<file path="config.mk">
export PLATFORM = sky130hd
export DESIGN_NAME = msdap_serial_frame_tx
export DESIGN_NICKNAME = d
export VERILOG_FILES = /design/src/rtl/msdap_pkg.sv /design/src/rtl/msdap_sync_fifo.sv /design/src/rtl/msdap_serial_frame_tx.sv
export SDC_FILE = /design/constraint.sdc
export NUM_CORES = 1
export LEC_CHECK = 0
export ABC_AREA = 1
export BUFFER_PORTS_ARGS = -buffer_cell sky130_fd_sc_hd__buf_2
export CORE_MARGIN = 2
export CORE_UTILIZATION = 41
export DETAILED_ROUTE_END_ITERATION = 8
export PLACE_DENSITY = 0.56
export SLEW_MARGIN = 20
export SYNTH_ARGS = -nofsm -noshare
export SYNTH_HDL_FRONTEND = slang
export SYNTH_SLANG_ARGS = --single-unit
</file>
<file path="constraint.sdc">
create_clock -name sClk -period 3.4 [get_ports sClk]
set_input_delay 0.68 -clock sClk [delete_from_list [all_inputs] [get_ports sClk]]
set_output_delay 0.68 -clock sClk [all_outputs]
set_load 0.02 [all_outputs]
</file>
<file path="src/rtl/msdap_pkg.sv">
// Shared types and default sizing for the MSDAP serial frame transmitter.
package msdap_pkg;

    typedef enum logic {
        IDLE  = 1'b0,
        SHIFT = 1'b1
    } state_e;

    localparam int unsigned DEF_WORD_W     = 16;
    localparam int unsigned DEF_CHANNELS   = 2;
    localparam int unsigned DEF_FIFO_DEPTH = 4;
    localparam int unsigned DEF_CNT_W      = 16;

endpackage

</file>
<file path="src/rtl/msdap_sync_fifo.sv">
// Synchronous FIFO with registered level/full/empty; a pushed entry is visible one cycle later.
module msdap_sync_fifo #(
    parameter int unsigned WIDTH = 32,
    parameter int unsigned DEPTH = 4,
    localparam int unsigned AW    = $clog2(DEPTH),
    localparam int unsigned LVL_W = AW + 1
) (
    input  logic             clk_i,
    input  logic             reset_i,
    input  logic             push_i,
    input  logic [WIDTH-1:0] push_data_i,
    input  logic             pop_i,
    output logic [WIDTH-1:0] pop_data_o,
    output logic             full_o,
    output logic             empty_o,
    output logic [LVL_W-1:0] level_o
);

    logic [WIDTH-1:0] mem_q [DEPTH];
    logic [AW-1:0]    wr_ptr_q, wr_ptr_d;
    logic [AW-1:0]    rd_ptr_q, rd_ptr_d;
    logic [LVL_W-1:0] level_q, level_d;
    logic             full_q, full_d;
    logic             empty_q, empty_d;
    logic             do_push;
    logic             do_pop;

    assign do_push = push_i & ~full_q;
    assign do_pop  = pop_i & ~empty_q;

    always_comb begin
        wr_ptr_d = wr_ptr_q;
        rd_ptr_d = rd_ptr_q;
        level_d  = level_q;
        if (do_push) wr_ptr_d = wr_ptr_q + AW'(1);
        if (do_pop)  rd_ptr_d = rd_ptr_q + AW'(1);
        if (do_push && !do_pop)      level_d = level_q + LVL_W'(1);
        else if (!do_push && do_pop) level_d = level_q - LVL_W'(1);
        full_d  = (level_d == LVL_W'(DEPTH));
        empty_d = (level_d == '0);
    end

    always_ff @(posedge clk_i) begin
        if (reset_i) begin
            wr_ptr_q <= '0;
            rd_ptr_q <= '0;
            level_q  <= '0;
            full_q   <= 1'b0;
            empty_q  <= 1'b1;
        end else begin
            wr_ptr_q <= wr_ptr_d;
            rd_ptr_q <= rd_ptr_d;
            level_q  <= level_d;
            full_q   <= full_d;
            empty_q  <= empty_d;
        end
    end

    // Storage is not reset; the pointers alone define validity.
    always_ff @(posedge clk_i) begin
        if (do_push) mem_q[wr_ptr_q] <= push_data_i;
    end

    assign pop_data_o = mem_q[rd_ptr_q];
    assign full_o     = full_q;
    assign empty_o    = empty_q;
    assign level_o    = level_q;

endmodule

</file>
<file path="src/rtl/msdap_serial_frame_tx.sv">
// Multi-lane bit-serial frame transmitter for the MSDAP input port: FIFO-buffered words,
// one bit per step (bitEn && inReady), frame on each word's first bit.
module msdap_serial_frame_tx
    import msdap_pkg::*;
#(
    parameter int unsigned WORD_W     = DEF_WORD_W,
    parameter int unsigned CHANNELS   = DEF_CHANNELS,
    parameter int unsigned FIFO_DEPTH = DEF_FIFO_DEPTH,
    parameter bit          LSB_FIRST  = 1'b0,
    parameter int unsigned CNT_W      = DEF_CNT_W,
    localparam int unsigned DATA_W = CHANNELS * WORD_W,
    localparam int unsigned LVL_W  = $clog2(FIFO_DEPTH) + 1
) (
    input  logic                sClk,
    input  logic                reset,
    input  logic                bitEn,
    input  logic                inReady,
    input  logic                wrValid,
    input  logic [DATA_W-1:0]   wrData,
    output logic                wrReady,
    output logic                frame,
    output logic [CHANNELS-1:0] serOut,
    output logic                busy,
    output logic [LVL_W-1:0]    fifoLevel,
    output logic [CNT_W-1:0]    wordsSent,
    output logic                overflow
);

    localparam int unsigned IDX_W = $clog2(WORD_W);

    state_e              state_q, state_d;
    logic [IDX_W-1:0]    idx_q, idx_d;
    logic [DATA_W-1:0]   word_q, word_d;
    logic                frame_q, frame_d;
    logic [CHANNELS-1:0] ser_q, ser_d;
    logic                busy_q, busy_d;
    logic [CNT_W-1:0]    sent_q, sent_d;
    logic                ovf_q, ovf_d;
    logic                pop;
    logic                step;
    logic [DATA_W-1:0]   fifo_data;
    logic                fifo_full;
    logic                fifo_empty;

    // bitIdx counts down; LSB-first mirrors it onto the lane bit position.
    function automatic logic [CHANNELS-1:0] pick_bits(input logic [DATA_W-1:0] w,
                                                      input logic [IDX_W-1:0]  idx);
        logic [CHANNELS-1:0] bits;
        logic [IDX_W-1:0]    pos;
        logic [WORD_W-1:0]   lane;
        bits = '0;
        pos  = LSB_FIRST ? (IDX_W'(WORD_W - 1) - idx) : idx;
        for (int k = 0; k < CHANNELS; k++) begin
            lane    = w[k*WORD_W +: WORD_W];
            bits[k] = lane[pos];
        end
        return bits;
    endfunction

    assign step = bitEn & inReady;

    msdap_sync_fifo #(
        .WIDTH (DATA_W),
        .DEPTH (FIFO_DEPTH)
    ) u_fifo (
        .clk_i       (sClk),
        .reset_i     (reset),
        .push_i      (wrValid),
        .push_data_i (wrData),
        .pop_i       (pop),
        .pop_data_o  (fifo_data),
        .full_o      (fifo_full),
        .empty_o     (fifo_empty),
        .level_o     (fifoLevel)
    );

    always_ff @(posedge sClk) begin
        if (reset) state_q <= IDLE;
        else       state_q <= state_d;
    end

    always_comb begin
        state_d = state_q;
        case (state_q)
            IDLE:    if (step && !fifo_empty) state_d = SHIFT;
            SHIFT:   if (step && idx_q == '0 && fifo_empty) state_d = IDLE;
            default: state_d = IDLE;
        endcase
    end

    // Datapath update; a step with bitIdx==0 in SHIFT is the completion step.
    always_comb begin
        idx_d   = idx_q;
        word_d  = word_q;
        frame_d = frame_q;
        ser_d   = ser_q;
        busy_d  = busy_q;
        sent_d  = sent_q;
        pop     = 1'b0;
        ovf_d   = ovf_q | (wrValid & fifo_full);
        if (step) begin
            frame_d = 1'b0;
            if (state_q == SHIFT && idx_q != '0) begin
                idx_d = idx_q - IDX_W'(1);
                ser_d = pick_bits(word_q, idx_q - IDX_W'(1));
            end else begin
                if (state_q == SHIFT) sent_d = sent_q + CNT_W'(1);
                if (!fifo_empty) begin
                    pop     = 1'b1;
                    word_d  = fifo_data;
                    idx_d   = IDX_W'(WORD_W - 1);
                    ser_d   = pick_bits(fifo_data, IDX_W'(WORD_W - 1));
                    frame_d = 1'b1;
                    busy_d  = 1'b1;
                end else begin
                    ser_d  = '0;
                    busy_d = 1'b0;
                end
            end
        end
    end

    always_ff @(posedge sClk) begin
        if (reset) begin
            idx_q   <= '0;
            word_q  <= '0;
            frame_q <= 1'b0;
            ser_q   <= '0;
            busy_q  <= 1'b0;
            sent_q  <= '0;
            ovf_q   <= 1'b0;
        end else begin
            idx_q   <= idx_d;
            word_q  <= word_d;
            frame_q <= frame_d;
            ser_q   <= ser_d;
            busy_q  <= busy_d;
            sent_q  <= sent_d;
            ovf_q   <= ovf_d;
        end
    end

    assign wrReady   = ~fifo_full;
    assign frame     = frame_q;
    assign serOut    = ser_q;
    assign busy      = busy_q;
    assign wordsSent = sent_q;
    assign overflow  = ovf_q;

endmodule

</file>
==> results of run 1 <==
layout by cell type, fill, tap and decap left out, types with 7 or more instances in the layout:
cell type / synthesis / final
nor2_1: 156 / 152
edfxtp_1: 128 / 128
nand2_1: 117 / 117
o21ai_0: 102 / 102
dfxtp_1: 69 / 68
buf_2: 13 / 61
inv_1: 57 / 57
nand3_1: 32 / 32
a31oi_1: 31 / 31
a21oi_1: 29 / 29
clkbuf_16: 0 / 17
buf_4: 5 / 12
ha_1: 8 / 8
xnor2_1: 7 / 7
xor2_1: 7 / 7
sequential cells by signal, indices dropped and copies added (netlist names), 2 cells and up, named ones only:
register,count
serOut,2
u_fifo.wr_ptr_q,2
idx_q,4
wordsSent,16
u_fifo.level_o,3
u_fifo.mem_q,128
u_fifo.rd_ptr_q,2
word_q,32
cell families (layout without fill, tap and decap cells):
group                    after synthesis  after routing  share of synthesized area [%]
AO/OA/AOI/OAI                        170            170                           11.0
buffers and inverters                102            169                           5.54
adder cells (fa/ha/maj)                8              8                           1.23
AND/OR/NAND/NOR                      322            322                           16.4
flip-flops                           197            197                           64.3
XOR/XNOR                              14             14                           1.51
cell type report:
cell class                 count  area [µm²]  area share, %
clock inverter                15         181           1.95
sequential                   197        5230           56.1
tap                          265         332           3.56
clock buffer                  17         425           4.57
multi-input combinational    514        2480           26.6
timing repair buffer          75         435           4.67
inverter                      62         235           2.52
per-stage QoR:
step                util (%)  setup WS (ns)  hold WS [ns]  area [µm²]
finish                  47.9           1.25         0.461        9320
global route            47.9          0.995         0.458        9320
CTS                     47.9           1.24         0.447        9320
detailed placement      44.8          0.945         0.462        8710
global placement        44.8          0.972         0.447        8710
floorplan                  -          0.710         0.442        8130
metal layers:
layer	vias to the layer above	GRT usage, %	part of all wire, %
met5	-	0	0
met4	0	6.08	1.4
met3	15	3.19	3.1
met2	84	29.4	48
met1	2575	22.8	48
li1	2854	-	-
worst paths after layout:
path	depth (start not counted)	startpoint	end	slack (ns)
worst max-delay path	9	idx_q[0]	wordsSent[3]	1.25
worst min-delay path	1	wrData[23]	u_fifo.mem_q[0][23]	0.46
worst max register to register	9	idx_q[0]	wordsSent[3]	1.25
worst min register to register	2	overflow	overflow	0.47
power by group:
part / internal, W / switching (W)
logic: 0.000166 / 0.000356
clock network: 0.00116 / 0.000902
registers: 0.00267 / 0.0000495
==> results.md, run 1 <==
- Area contributors post-synth: edfxtp_1 47%, dfxtp_1 17%, nor2_1 7.2%
- Final clock skew: 0.00535 ns
- Nets: 912
- Worst path buffer plus inverter count: 3
- PortBufs: 61
- Initial Util: 41.8%
- RSZ-0062 raised after global routing: no
- Max IR drop VDD: 332 µV
- Final hold vios: 0
- FF+latch count, synth: 197
- Crit path max-delay family: buffers and inverters
- Initial antenna violation count: 0
- Clk Tree Root Cell: clkbuf_16
- Die Width: 145 µm
- Peak per-stage delay on the critical path: 0.43 ns
- Global-route wire length before repair: 27900 µm
- Cell mode on critical path: inv_1
- Critical path peak fanout: 19
- CTS resizes: 0
- Hold buffers post-CTS: 0
- Post-synth top area cell: edfxtp_1
- Fill cells: 1849
- Number of global-route vias before repair: 5398
- Antenna-violating nets left: 0
- Hold crit path type: primary input to register
- Setup violations, final: 0
- Number of cell rows: 51
- WP data required: 3.73 ns
- Mapped Cells: 813
- Ys Warns: 0
- Antenna diode count: 0
- Syn nets: 858
- Syn Std Cell Area: 0.00813 mm²
- Total power: 0.00531 W
- Startpoint Class: register
- Worst slew pin tran: 0.725 ns
- Number of flops mapped to enable cells by yosys: 128
- Syn Area/Cell: 10.0 µm²
- H-tree levels: 4
- Ys flop type: edfxtp_1
- Core Box Area: 0.0195 mm²
- Final worst path period share: 63.2%
- Leakage: 3.46 nW
- Bufs on Longest Clock Path: 2
- Status: finished, final reports clean
- Die area: 0.0210 mm²
- Clk pin slew, worst setup/hold paths: 0.07 ns
- Top post-synthesis cells by count: 156 x nor2_1, 128 x edfxtp_1, 117 x nand2_1, 102 x o21ai_0, 69 x dfxtp_1
- GR Util All Layers: 17.5%
- Cts bufs inserted: 17
- Finished Layout Cells: 1145
- Vias: 5528
- Area share of the largest cell type after synthesis: 47.3%
- Critical path arrival: 2.47 ns
- Fmax: 465 MHz
- Layout cells sized above 1: 15.0%
- Initial DRC count: 250
- PD cells: 570 mW/mm²
- Crit-path cells: inv_2, ha_1, nand2_2, inv_1, nand3_2, inv_1, nand2_1, o21ai_0, a21oi_1
- Critical-path top delay cell: inv_1
- Most common cell in the netlist: nor2_1
- WL/cell: 15.1 µm
- Hpwl dp: 10700 µm
- Drt drc: 0
- DR vias/cell: 4.83
- Max Cap Violations: 0
- Die Y-Extent: 145 µm
- CTS tree: yes
- GR Overflow Total: 0
- Placer congestion estimate: 0.810
- Fin. max-slew vios: 0
- Area Growth Syn to Fin: 14.6%
- Synth async-reset ratio: 0%
- Clock Latency Late Sink: 0.43 ns
- Iteration count of the initial detailed-routing pass: 5
- Pin count of the biggest net entering global routing: 69
- Unique masters post-synth: 29
- Min cycle time layout: 2.15 ns
- Sink Count: 197
- Routed WL: 17300 µm
- Worst Setup End Kind: register
- Top Ports: 62
- Post-CTS Setup Inserts: 0
- DP Cell Count: 1113
- Slew HR: 51.7%
- Setup TNS: 0 ns
- Register area share after synthesis: 64.3%
- Crit path kind: register to register
(Power assumes the default switching activity.)
==> run 2, diff against run 1 <==
- PLACE_DENSITY: 0.56 -> 0.58
- clock period: 3.4 -> 1.7 ns (I/O delays scaled with it)
==> run 2 against run 1 <==
Compared with the run above:
- power rose by 98%
- final cell count rose by 1.6%
- first-iteration DRC count rose by 34%
- fmax rose by 39%
- clock-buffer cell count rose by 2
- sequential power rose by 100%
- sequential share of layout area fell by 1.4 points
- die area did not move
- sequential cell count did not move
- clock skew rose by 0.011 ns
- core utilization rose by 1.2 points
- wire length fell by 1.4%
- largest power group unchanged
==> results.md, run 2 (same netlist as run 1, synthesis figures left out) <==
- Layer with the highest usage: met2 (unchanged)
- GR Layer Usage met2: 27.6% (was 29.4%)
- DP Cell Count: 1131 (was 1113)
- Max Cap Violations: 0 (unchanged)
- Top Ports: 62 (unchanged)
- Max FFs per register: 128 (unchanged)
- Fmax: 646 MHz (was 465 MHz)
- Initial DRC count: 336 (was 250)
- Die Y-Extent: 145 µm (unchanged)
- Pin count of the biggest net entering global routing: 51 (was 69)
- Layout cells sized above 1: 16.8% (was 15.0%)
- H-tree levels: 4 (unchanged)
- Clock Latency Late Sink: 0.44 ns (was 0.43 ns)
- Antenna-violating nets left: 0 (unchanged)
- Number of global-route vias before repair: 5323 (was 5398)
- Total power: 0.0105 W (was 0.00531 W)
- Post-Route Utilization: 49.1% (was 47.9%)
- WP data required: 2.05 ns (was 3.73 ns)
- GR Overflow Total: 0 (unchanged)
- Initial antenna violation count: 0 (unchanged)
- Global-route wire length before repair: 27400 µm (was 27900 µm)
- Drt drc: 0 (unchanged)
- Hold crit path type: primary input to register (unchanged)
- Critical path peak fanout: 30 (was 19)
- Fin. max-slew vios: 0 (unchanged)
- Hold buffers post-CTS: 0 (unchanged)
- Worst Setup End Kind: register (unchanged)
- Worst slew pin tran: 0.426 ns (was 0.725 ns)
- Met3 Usage GRT: 3.42% (was 3.19%)
- Sink Count: 197 (unchanged)
- Die Width: 145 µm (unchanged)
- Number of cell rows: 51 (unchanged)
- Area Growth Syn to Fin: 17.5% (was 14.6%)
- PortBufs: 61 (unchanged)
- Crit path kind: register to register (unchanged)
- Biggest register: u_fifo.mem_q (unchanged)
- Final worst path period share: 91.1% (was 63.2%)
- PD cells: 1100 mW/mm² (was 570 mW/mm²)
- Placed instance area: 0.00896 mm² (was 0.00871 mm²)
- Status: finished, final reports clean (unchanged)
- DR vias/cell: 4.86 (was 4.83)
- Iteration count of the initial detailed-routing pass: 4 (was 5)
- RSZ-0062 raised after global routing: no (unchanged)
- Initial Util: 41.8% (unchanged)
- Max IR drop VDD: 783 µV (was 332 µV)
- Final hold vios: 0 (unchanged)
- Fill cells: 1811 (was 1849)
- Most frequent cells in the layout: 152 x nor2_1, 128 x edfxtp_1, 117 x nand2_1, 102 x o21ai_0, 68 x dfxtp_1 (unchanged)
- Critical-path top delay cell: dfxtp_1 (was inv_1)
- Most common cell after layout, fill and taps aside: nor2_1 (unchanged)
- Crit-path cells: inv_1, ha_2, nand2_2, nand2_4, nand2_8, inv_6, buf_12, o21ai_0, a31oi_1 (was inv_2, ha_1, nand2_2, inv_1, nand3_2, inv_1, nand2_1, o21ai_0, a21oi_1)
- Final clock skew: 0.0165 ns (was 0.00535 ns)
- Routed WL: 17000 µm (was 17300 µm)
- Met1 Track Usage GR: 22.7% (was 22.8%)
- Antenna diode count: 0 (unchanged)
- Slew HR: 71.3% (was 51.7%)
- CTS tree: yes (unchanged)
- Core Box Area: 0.0195 mm² (unchanged)
- Peak per-stage delay on the critical path: 0.30 ns (was 0.43 ns)
- Nets: 930 (was 912)
- Min cycle time layout: 1.55 ns (was 2.15 ns)
- GR Util All Layers: 17.1% (was 17.5%)
- Clk pin slew, worst setup/hold paths: 0.07 ns (about the same)
- Die area: 0.0210 mm² (unchanged)
- Clk Tree Root Cell: clkbuf_16 (unchanged)
- Setup violations, final: 0 (unchanged)
- Bufs on Longest Clock Path: 2 (unchanged)
- Cts bufs inserted: 17 (unchanged)
- Finished Layout Cells: 1163 (was 1145)
- CTS resizes: 0 (unchanged)
- Leakage: 3.57 nW (was 3.46 nW)
- Hpwl dp: 10900 µm (was 10700 µm)
- Placer congestion estimate: 0.770 (was 0.810)
- Startpoint Class: register (unchanged)
- Post-CTS Setup Inserts: 0 (unchanged)
- Fin area: 0.00955 mm² (was 0.00932 mm²)
- Vias: 5653 (was 5528)
- WL/cell: 14.6 µm (was 15.1 µm)
- Critical path arrival: 1.90 ns (was 2.47 ns)
==> run 2: cell count changes in the layout (fill, tap and decap cells not counted), moves of 2 or more <==
cell        before  now
bufinv_16        3    1
inv_6            1    5
buf_12           2   11
buf_4           12   21
clkinv_2         3    1
inv_8            1    3
clkinvlp_4       4    2
==> run 2: power by group <==
| group | switching [W] | total, W | internal (W) |
|---|---|---|---|
| Combinational | 0.000734 | 0.00114 | 0.000406 |
| Sequential | 0.0000984 | 0.00544 | 0.00535 |
| Clock | 0.00182 | 0.00393 | 0.00212 |
==> run 2: worst max-delay path: cells and delay by family (launching register included) <==
family,cells,cell delay (ns)
AO/OA/AOI/OAI,2,0.26
adder cells (fa/ha/maj),1,0.22
buffers and inverters,3,0.37
flip-flops,1,0.30
AND/OR/NAND/NOR,3,0.33
==> run 2: final timing paths <==
| check | end | startpoint | slack, ns | depth (start not counted) |
|---|---|---|---|---|
| worst max-delay path | word_q[14] | idx_q[1] | 0.15 | 9 |
| worst min-delay path | u_fifo.mem_q[2][25] | wrData[25] | 0.12 | 1 |
| worst max register to register | word_q[14] | idx_q[1] | 0.15 | 9 |
| worst min register to register | word_q[15] | word_q[15] | 0.47 | 2 |
==> run 2: area by class of cell <==
cell class                      instances  area, µm²  share of cell area (%)
Sequential cell                       197       5230                    54.7
Multi-Input combinational cell        514       2480                    26.0
Timing Repair Buffer                   93        683                    7.16
Clock buffer                           19        443                    4.64
Tap cell                              265        332                    3.47
Inverter                               62        239                    2.50
Clock inverter                         13        140                    1.47
==> run 2: stage by stage <==
step                      setup slack [ns]  hold WS (ns)  TNS [ns]
after floorplan                     -0.271         0.410    -34.70
after global placement               0.155         0.452         0
after detailed placement             0.140         0.458         0
after CTS                            0.121        0.0994         0
after global routing                0.0115         0.108         0
final                                0.152         0.115         0
==> run 2: metal layers <==
layer,vias to the layer above,part of all wire [%]
met5,-,0
met4,0,1.7
met2,120,46
met1,2616,48
li1,2894,-
met3,23,4.4
